[src/rtl/optimal_strip_selector_if.sv]
// Candidate-in / result-out handshake bundle for optimal_strip_selector.
// master drives candidates and accepts results; slave is the selector.
interface optimal_strip_selector_if #(
  parameter int ID_W     = 4,
  parameter int WIDTH_W  = 7,
  parameter int MAX_CAND = 16
);
  localparam int CNT_W = $clog2(MAX_CAND + 1);

  logic               in_valid;
  logic               in_ready;
  logic [ID_W-1:0]    in_id;
  logic [WIDTH_W-1:0] in_width;
  logic               in_elig;
  logic               in_last;
  logic               mode;
  logic               out_valid;
  logic               out_ready;
  logic [ID_W-1:0]    out_id;
  logic [WIDTH_W-1:0] out_width;
  logic [CNT_W-1:0]   out_count;
  logic               out_none;
  logic               out_ovf;

  modport master (
    output in_valid, in_id, in_width, in_elig, in_last, mode, out_ready,
    input  in_ready, out_valid, out_id, out_width, out_count,
    input  out_none, out_ovf
  );

  modport slave (
    input  in_valid, in_id, in_width, in_elig, in_last, mode, out_ready,
    output in_ready, out_valid, out_id, out_width, out_count,
    output out_none, out_ovf
  );
endinterface

[src/rtl/optimal_strip_selector.sv]
// Streaming min/max strip selector: scans one frame of candidate beats
// and holds the earliest-arriving best eligible strip until accepted.
module optimal_strip_selector #(
  parameter int ID_W     = 4,
  parameter int WIDTH_W  = 7,
  parameter int MAX_CAND = 16
) (
  input logic clk,
  input logic rst,
  optimal_strip_selector_if.slave bus
);
  localparam int CNT_W  = $clog2(MAX_CAND + 1);
  localparam int BEAT_W = $clog2(MAX_CAND + 2);

  typedef enum logic [1:0] {IDLE, SCAN, HOLD} state_t;

  state_t             state;
  logic               frame_mode;
  logic               best_vld;
  logic [ID_W-1:0]    best_id;
  logic [WIDTH_W-1:0] best_width;
  logic [CNT_W-1:0]   elig_cnt;
  logic [BEAT_W-1:0]  beat_cnt;

  logic               ovld;
  logic [ID_W-1:0]    oid;
  logic [WIDTH_W-1:0] owidth;
  logic [CNT_W-1:0]   ocnt;
  logic               onone;
  logic               oovf;

  logic               acc;
  logic               first;
  logic               cmp_mode;
  logic               better;
  logic               take;
  logic               nb_vld;
  logic [ID_W-1:0]    nb_id;
  logic [WIDTH_W-1:0] nb_width;
  logic [CNT_W-1:0]   ne_cnt;
  logic [BEAT_W-1:0]  nbeat;

  assign bus.in_ready  = !ovld;
  assign bus.out_valid = ovld;
  assign bus.out_id    = oid;
  assign bus.out_width = owidth;
  assign bus.out_count = ocnt;
  assign bus.out_none  = onone;
  assign bus.out_ovf   = oovf;

  assign acc      = bus.in_valid && !ovld;
  assign first    = (state == IDLE);
  assign cmp_mode = first ? bus.mode : frame_mode;

  // Strict compares keep the earlier beat on equal widths
  assign better = cmp_mode ? (bus.in_width > best_width)
                           : (bus.in_width < best_width);
  assign take   = bus.in_elig && (first || !best_vld || better);

  assign nb_vld   = take || (!first && best_vld);
  assign nb_id    = take ? bus.in_id : best_id;
  assign nb_width = take ? bus.in_width : best_width;

  always_comb begin
    ne_cnt = elig_cnt;
    nbeat  = beat_cnt;
    if (first) begin
      ne_cnt = CNT_W'(bus.in_elig);
      nbeat  = BEAT_W'(1);
    end else begin
      if (bus.in_elig && elig_cnt != CNT_W'(MAX_CAND))
        ne_cnt = elig_cnt + CNT_W'(1);
      if (beat_cnt != BEAT_W'(MAX_CAND + 1))
        nbeat = beat_cnt + BEAT_W'(1);
    end
  end

  always_ff @(posedge clk) begin
    if (rst) begin
      state      <= IDLE;
      frame_mode <= 1'b0;
      best_vld   <= 1'b0;
      best_id    <= '0;
      best_width <= '0;
      elig_cnt   <= '0;
      beat_cnt   <= '0;
      ovld       <= 1'b0;
      oid        <= '0;
      owidth     <= '0;
      ocnt       <= '0;
      onone      <= 1'b0;
      oovf       <= 1'b0;
    end else begin
      unique case (state)
        IDLE, SCAN: begin
          if (acc) begin
            frame_mode <= cmp_mode;
            best_vld   <= nb_vld;
            best_id    <= nb_id;
            best_width <= nb_width;
            elig_cnt   <= ne_cnt;
            beat_cnt   <= nbeat;
            if (bus.in_last) begin
              state  <= HOLD;
              ovld   <= 1'b1;
              oid    <= nb_vld ? nb_id : '0;
              owidth <= nb_vld ? nb_width : '0;
              ocnt   <= ne_cnt;
              onone  <= !nb_vld;
              oovf   <= (nbeat > BEAT_W'(MAX_CAND));
            end else begin
              state <= SCAN;
            end
          end
        end
        HOLD: begin
          if (bus.out_ready) begin
            state    <= IDLE;
            ovld     <= 1'b0;
            best_vld <= 1'b0;
          end
        end
        default: state <= IDLE;
      endcase
    end
  end
endmodule

[src/flat_wrapper.sv]
// flat-port wrapper written by rule: the top's interface ports become plain ports
module optimal_strip_selector_flat 
#(
  parameter int ID_W     = 4,
  parameter int WIDTH_W  = 7,
  parameter int MAX_CAND = 16
)
  (clk, rst, bus_in_valid, bus_in_id, bus_in_width, bus_in_elig, bus_in_last, bus_mode, bus_out_ready, bus_in_ready, bus_out_valid, bus_out_id, bus_out_width, bus_out_count, bus_out_none, bus_out_ovf);
  optimal_strip_selector_if #(.ID_W(ID_W), .WIDTH_W(WIDTH_W), .MAX_CAND(MAX_CAND)) bus_i ();
  input logic clk;
  input logic rst;
  input wire logic [$bits(bus_i.in_valid)-1:0] bus_in_valid;
  input wire logic [$bits(bus_i.in_id)-1:0] bus_in_id;
  input wire logic [$bits(bus_i.in_width)-1:0] bus_in_width;
  input wire logic [$bits(bus_i.in_elig)-1:0] bus_in_elig;
  input wire logic [$bits(bus_i.in_last)-1:0] bus_in_last;
  input wire logic [$bits(bus_i.mode)-1:0] bus_mode;
  input wire logic [$bits(bus_i.out_ready)-1:0] bus_out_ready;
  output wire logic [$bits(bus_i.in_ready)-1:0] bus_in_ready;
  output wire logic [$bits(bus_i.out_valid)-1:0] bus_out_valid;
  output wire logic [$bits(bus_i.out_id)-1:0] bus_out_id;
  output wire logic [$bits(bus_i.out_width)-1:0] bus_out_width;
  output wire logic [$bits(bus_i.out_count)-1:0] bus_out_count;
  output wire logic [$bits(bus_i.out_none)-1:0] bus_out_none;
  output wire logic [$bits(bus_i.out_ovf)-1:0] bus_out_ovf;
  assign bus_i.in_valid = bus_in_valid;
  assign bus_i.in_id = bus_in_id;
  assign bus_i.in_width = bus_in_width;
  assign bus_i.in_elig = bus_in_elig;
  assign bus_i.in_last = bus_in_last;
  assign bus_i.mode = bus_mode;
  assign bus_i.out_ready = bus_out_ready;
  assign bus_in_ready = bus_i.in_ready;
  assign bus_out_valid = bus_i.out_valid;
  assign bus_out_id = bus_i.out_id;
  assign bus_out_width = bus_i.out_width;
  assign bus_out_count = bus_i.out_count;
  assign bus_out_none = bus_i.out_none;
  assign bus_out_ovf = bus_i.out_ovf;
  optimal_strip_selector #(.ID_W(ID_W), .WIDTH_W(WIDTH_W), .MAX_CAND(MAX_CAND)) u_core (.clk(clk), .rst(rst), .bus(bus_i));
endmodule
[config.mk]
export PLATFORM = sky130hd
export DESIGN_NAME = optimal_strip_selector_flat
export DESIGN_NICKNAME = d
export VERILOG_FILES = /design/src/rtl/optimal_strip_selector_if.sv /design/src/rtl/optimal_strip_selector.sv /design/src/flat_wrapper.sv
export SDC_FILE = /design/constraint.sdc
export NUM_CORES = 1
export LEC_CHECK = 0
export BUFFER_PORTS_ARGS = -buffer_cell sky130_fd_sc_hd__buf_4
export CAP_MARGIN = 20
export CORE_MARGIN = 4
export CORE_UTILIZATION = 59
export DETAILED_ROUTE_END_ITERATION = 10
export GPL_TIMING_DRIVEN = 0
export PLACE_DENSITY = 0.83
export SYNTH_ARGS = -nofsm -noshare
export SYNTH_HDL_FRONTEND = slang
export SYNTH_SLANG_ARGS = --single-unit
[constraint.sdc]
create_clock -name clk -period 3.56 [get_ports clk]
set_input_delay 0.712 -clock clk [delete_from_list [all_inputs] [get_ports clk]]
set_output_delay 0.712 -clock clk [all_outputs]
set_load 0.01 [all_outputs]
# Word level (Yosys, flattened, before mapping)
# Cells that the tools add are included.
dict set report op_classes {
  eq_ne 7
  magnitude_cmp 3
  addsub 2
  mux 20
  n_reduce_logical 19
}
# op count
set ops {}
lappend ops {{two-way mux 5 bit} 4}
lappend ops {{two-way mux 7 bit} 2}
lappend ops {{adder 5 x 1 -> 5 bit (second input constant)} 2}
lappend ops {{!= test 5 bit (second input constant)} 2}
lappend ops {{two-way mux 4 bit} 2}
lappend ops {{greater-than comparator 7 bit} 1}
lappend ops {{< comparator 7 bit} 1}
lappend ops {{two-way mux 1 bit} 6}
lappend ops {{two-way mux 2 bit} 3}
lappend ops {{AND reduction 3 bit} 2}
lappend ops {{greater-than comparator 5 bit (second input constant)} 1}
lappend ops {{logical AND 1 bit} 4}
lappend ops {{logical NOT 1 bit} 4}
lappend ops {{!= test 2 bit (second input constant)} 2}
lappend ops {{one-hot mux 1 bit (2 select lines)} 2}
lappend ops {{one-hot mux 2 bit (2 select lines)} 1}
lappend ops {{AND reduction 2 bit} 2}
lappend ops {{AND reduction 4 bit} 1}
lappend ops {{logical OR 1 bit} 3}
lappend ops {{== test 2 x 1 -> 1 bit (second input constant)} 1}
lappend ops {{== test 2 bit (second input constant)} 1}
lappend ops {{logical NOT 2 bit} 1}
lappend ops {{!= test 2 x 1 -> 1 bit (second input constant)} 1}
lappend ops {{nonzero test 2 bit} 1}
lappend ops {{OR reduction 2 bit} 1}
dict set report word_totals {
  regBits 44
}

# Depth between registers and ports, before layout
dict set report logic_depth {
  ltp_word 8
  mapped_depth 8
  mapped_depth_nobuf 7
}

# Worst setup path after synthesis
# OpenSTA, ideal clock, no wires.
dict set report synth_timing {
  path_kind {input -> register}
  start {input bus_in_width[2]}
  end {register u_core.best_id[0]}
  required_ns 3.488
  path_slack_ns 1.365
  cell_stages 7
  setup_ns 0.072
  t_arrival_ns 2.124
  cell_sequence {ha_1 -> a21oi_1 -> a21oi_2 -> o31ai_2 -> o211a_4 -> buf_6 -> mux2i_1}
}
dict set report synth_via {
  elab_chain_cells 5
  elab_cells_between_ends 6
}
# element line
set synth_lines {}
lappend synth_lines {{start, declared} flat_wrapper.sv:14} ;# input wire logic [$bits(bus_i.in_width)-1:0] bus_in_width;
lappend synth_lines {{< comparator 7 bit or greater-than comparator 7 bit (tied branches)} {optimal_strip_selector.sv:57, optimal_strip_selector.sv:56}}
lappend synth_lines {{two-way mux 1 bit *} optimal_strip_selector.sv:56} ;# assign better = cmp_mode ? (bus.in_width > best_width)
lappend synth_lines {{logical OR 1 bit *} optimal_strip_selector.sv:58} ;# assign take = bus.in_elig && (first || !best_vld || better);
lappend synth_lines {{logical AND 1 bit *} optimal_strip_selector.sv:58}
lappend synth_lines {{two-way mux 4 bit *} optimal_strip_selector.sv:61} ;# assign nb_id = take ? bus.in_id : best_id;
lappend synth_lines {{end signal, assigned} optimal_strip_selector.sv:99} ;# best_id <= nb_id;
lappend synth_lines {{end, declared} optimal_strip_selector.sv:20} ;# logic [ID_W-1:0] best_id;
# Every way passes the cells marked *; elsewhere a longest branch is shown, timed or not.
# A chain may end at the register's enable or synchronous reset.

# Worst setup path in the final report
dict set report layout_timing {
  start {input bus_in_width[6]}
  end {register u_core.owidth[2] (netlist: u_core.bus.out_width[2])}
}
dict set report layout_via {
  elab_chain_cells 6
  elab_cells_between_ends 8
}
# element line
set layout_lines {}
lappend layout_lines {{< comparator 7 bit or greater-than comparator 7 bit (tied branches)} {optimal_strip_selector.sv:57, optimal_strip_selector.sv:56}}
lappend layout_lines {{two-way mux 1 bit *} optimal_strip_selector.sv:56}
lappend layout_lines {{logical OR 1 bit *} optimal_strip_selector.sv:58}
lappend layout_lines {{logical AND 1 bit *} optimal_strip_selector.sv:58}
lappend layout_lines {{two-way mux 7 bit or logical OR 1 bit (tied branches)} {optimal_strip_selector.sv:62, optimal_strip_selector.sv:60}}
lappend layout_lines {{two-way mux 7 bit *} optimal_strip_selector.sv:107} ;# owidth <= nb_vld ? nb_width : '0;
lappend layout_lines {{end signal, assigned} optimal_strip_selector.sv:107}
lappend layout_lines {{end, declared} optimal_strip_selector.sv:27} ;# logic [WIDTH_W-1:0] owidth;
# Marked as above.

==> out/metrics.csv <==
metric,value,unit
p_sw,0.000275,W
grt_pass1_wl,9100,um
hp-class,register to register,
avgSynthCellArea,8.52,sq um
die_h,71.9,um
antenna_found_initial,0,
grt_overflow,0,
cpLargestDelayFamily,compound AO/OA/AOI/OAI gates,
fin_nets,354,
swShare,0.271,
p_leak,1.12,nW
power.total,0.00102,W
ys_ff_latch,44,
finalMaxSlewViolations,0,
fin_crit,2.32,ns
port_buffers,35,
rrSetupSlack,1.38,ns
syn_inst,283,
hold_buffers,0,
synth.top_cells.by_count,"dfxtp_1 (44), nand2_1 (36), nand2b_1 (23)",
p_clk_frac,0.319,
wl_per_cell,14.3,um
vias_per_cell,5.65,
p_seq_frac,0.520,
rows,22,
cts_tree,yes,
yosysTopAreaCell,dfxtp_1,
crit_buf_inv,1,
cts_root_buffer,clkbuf_8,
ys_seq_area_frac,0.365,
netlist_area,0.00241,sq mm
pwr-share-comb,0.161,
worst-path-max-fanout,4,
die_w,71.9,um
cp_slowest_cell,o311ai_0,
status,"complete, no violations",
yosys_warnings,0,
hold_viol_final,0,
clk_pin_slew_worst_paths,0.08,ns
numCtsBuffers,5,
slew_headroom,0.653,
drive_gt1_frac,0.187,
drtIter0Drc,110,
post_cts_buffers,0,
netlist_top_cells_area,"dfxtp_1 (37%), nand2b_1 (6.0%), mux2i_1 (5.8%)",
grt_max_degree,13,
arrival,2.47,ns
clkLatencyLatePin,0.30,ns
core-area,0.00380,sq mm
path_class,input port to register,
place_area,0.00274,sq mm
stdcell_count,374,
timing.setup.tns,0,ns
boundaryPins,38,
synth_edf_count,0,
crit_path_start_kind,input port,
grt_pass1_vias,2096,
dp_hpwl,3900,um
post_cts.resized_instances,0,
rsz0062_at_grt,false,
worstSetupEndpointType,register,
syn_to_final_growth,17.1,%
final_cell_area,0.00283,sq mm
via_count,2112,
htreeDepth,2,
fmax,431,MHz
ir_drop,0.000252,V
yosysUniqueCellTypes,48,
ys.flop_type,dfxtp_1,
start_util,0.635,
cp_cell_sequence,buf_4 > ha_1 > a21oi_1 > o21ai_1 > o211a_1 > o311ai_0 > o211ai_1,
clk_path_buf_depth,2,
synthesis.nets,312,
setup_viol,0,
internal_power,0.000740,W
fin_util,0.744,
dieArea,0.00518,sq mm
dp_cells,366,
cts.sinks,44,
synth_top_area_frac,0.365,
place.gp.congestion,0.854,
dr.pass1.iters,4,
ys_async_sr_fraction,0,
worstMarginPinSlew,0.519,ns
drt_wl_total,5340,um
yosysMostFrequentCell,dfxtp_1,
power.density,359,mW/mm^2
track_usage,0.221,
worstPathRequired,3.71,ns
skew,0.00801,ns
n_antenna_cell,0,
cap_violations,0,
cpPeakStageDelay,0.45,ns
ant_nets,0,
drc_errors,0,
min_period_over_period,0.651,
-- registers in the layout, indices dropped and copies added (netlist names) --
signal and count:
u_core.beat_cnt 5, u_core.best_id 4, u_core.best_vld 1, u_core.best_width 7
u_core.bus.out_count 5, u_core.bus.out_id 4, u_core.bus.out_none 1, u_core.bus.out_ovf 1
u_core.bus.out_valid 1, u_core.bus.out_width 7, u_core.elig_cnt 5, u_core.frame_mode 1
u_core.state 2
-- final cells by class --
cell class / count / area (sq um)
plain buffers: 17 / 93.8
well taps: 48 / 60.1
repair buffers: 35 / 263
multi-input cells: 200 / 1360
flip-flops and latches: 44 / 881
inverters: 22 / 82.6
fillers: 310 / 973
clock buffers: 8 / 90.1
-- cells by family after synthesis --
kind of cell,share of synthesized area
simple gates,0.237
flops,0.365
mux,0.0581
fa+ha+maj,0.0571
xor+xnor,0.0145
compound gates,0.196
buf+inv,0.0731
-- worst reg2reg max path, delay by kind of cell, from the launching register on --
kind,cells,cell delay (ns)
adder cells (fa/ha/maj),1,0.31
flip-flops,1,0.36
buffers and inverters,1,0.05
AO/OA/AOI/OAI,5,1.31
-- layer usage --
metal | global-route usage | up-vias | routed length, um
li1 | - | 1071 | -
met1 | 0.246 | 988 | 2300
met5 | 0 | - | 0
met4 | 0.119 | 0 | 132
met2 | 0.390 | 41 | 2650
met3 | 0.0485 | 12 | 258
-- through the flow --
step	hold slack (ns)	setup WS (ns)
2_1_floorplan	0.446	1.36
3_3_place_gp	0.442	1.06
3_5_place_dp	0.445	0.986
4_1_cts	0.462	1.23
5_1_grt	0.479	1.15
6_report	0.462	1.24
-- cell usage in the layout, fill, tap and decap left out, drive strengths merged, types with 4 or more instances in the layout --
master / Yosys / layout
nor2: 17 / 17
o311ai: 11 / 11
nand2b: 23 / 23
nand4: 4 / 4
dfxtp: 44 / 44
inv: 22 / 22
a211oi: 4 / 4
o21ai: 10 / 10
o211ai: 11 / 11
nand2: 36 / 36
a21oi: 23 / 23
clkbuf: 9 / 17
nand3: 6 / 6
ha: 11 / 11
mux2i: 14 / 14
buf: 8 / 43
-- power groups by stage --
stage / logic, W / registers, W / clock network, W
after global placement: 0.000160 / 0.000538 / 0
after CTS: 0.000165 / 0.000528 / 0.000330
final: 0.000163 / 0.000528 / 0.000324
after global routing: 0.000182 / 0.000531 / 0.000352
after detailed placement: 0.000164 / 0.000539 / 0
after floorplan: 0.000108 / 0.000538 / 0
-- worst paths after layout --
| path | cells after the start | to | start |
|---|---|---|---|
| hold reg to reg | 2 | u_core.bus.out_ovf$_SDFFE_PP0P_ | u_core.bus.out_ovf$_SDFFE_PP0P_ |
| hold / removal | 2 | u_core.bus.out_ovf$_SDFFE_PP0P_ | u_core.bus.out_ovf$_SDFFE_PP0P_ |
| setup reg to reg | 7 | u_core.bus.out_width[2]$_SDFFE_PP0P_ | u_core.best_width[6]$_SDFFE_PP0P_ |
| setup / recovery | 7 | u_core.bus.out_width[2]$_SDFFE_PP0P_ | bus_in_width[6] |
Power figures use the tool's default switching activity.
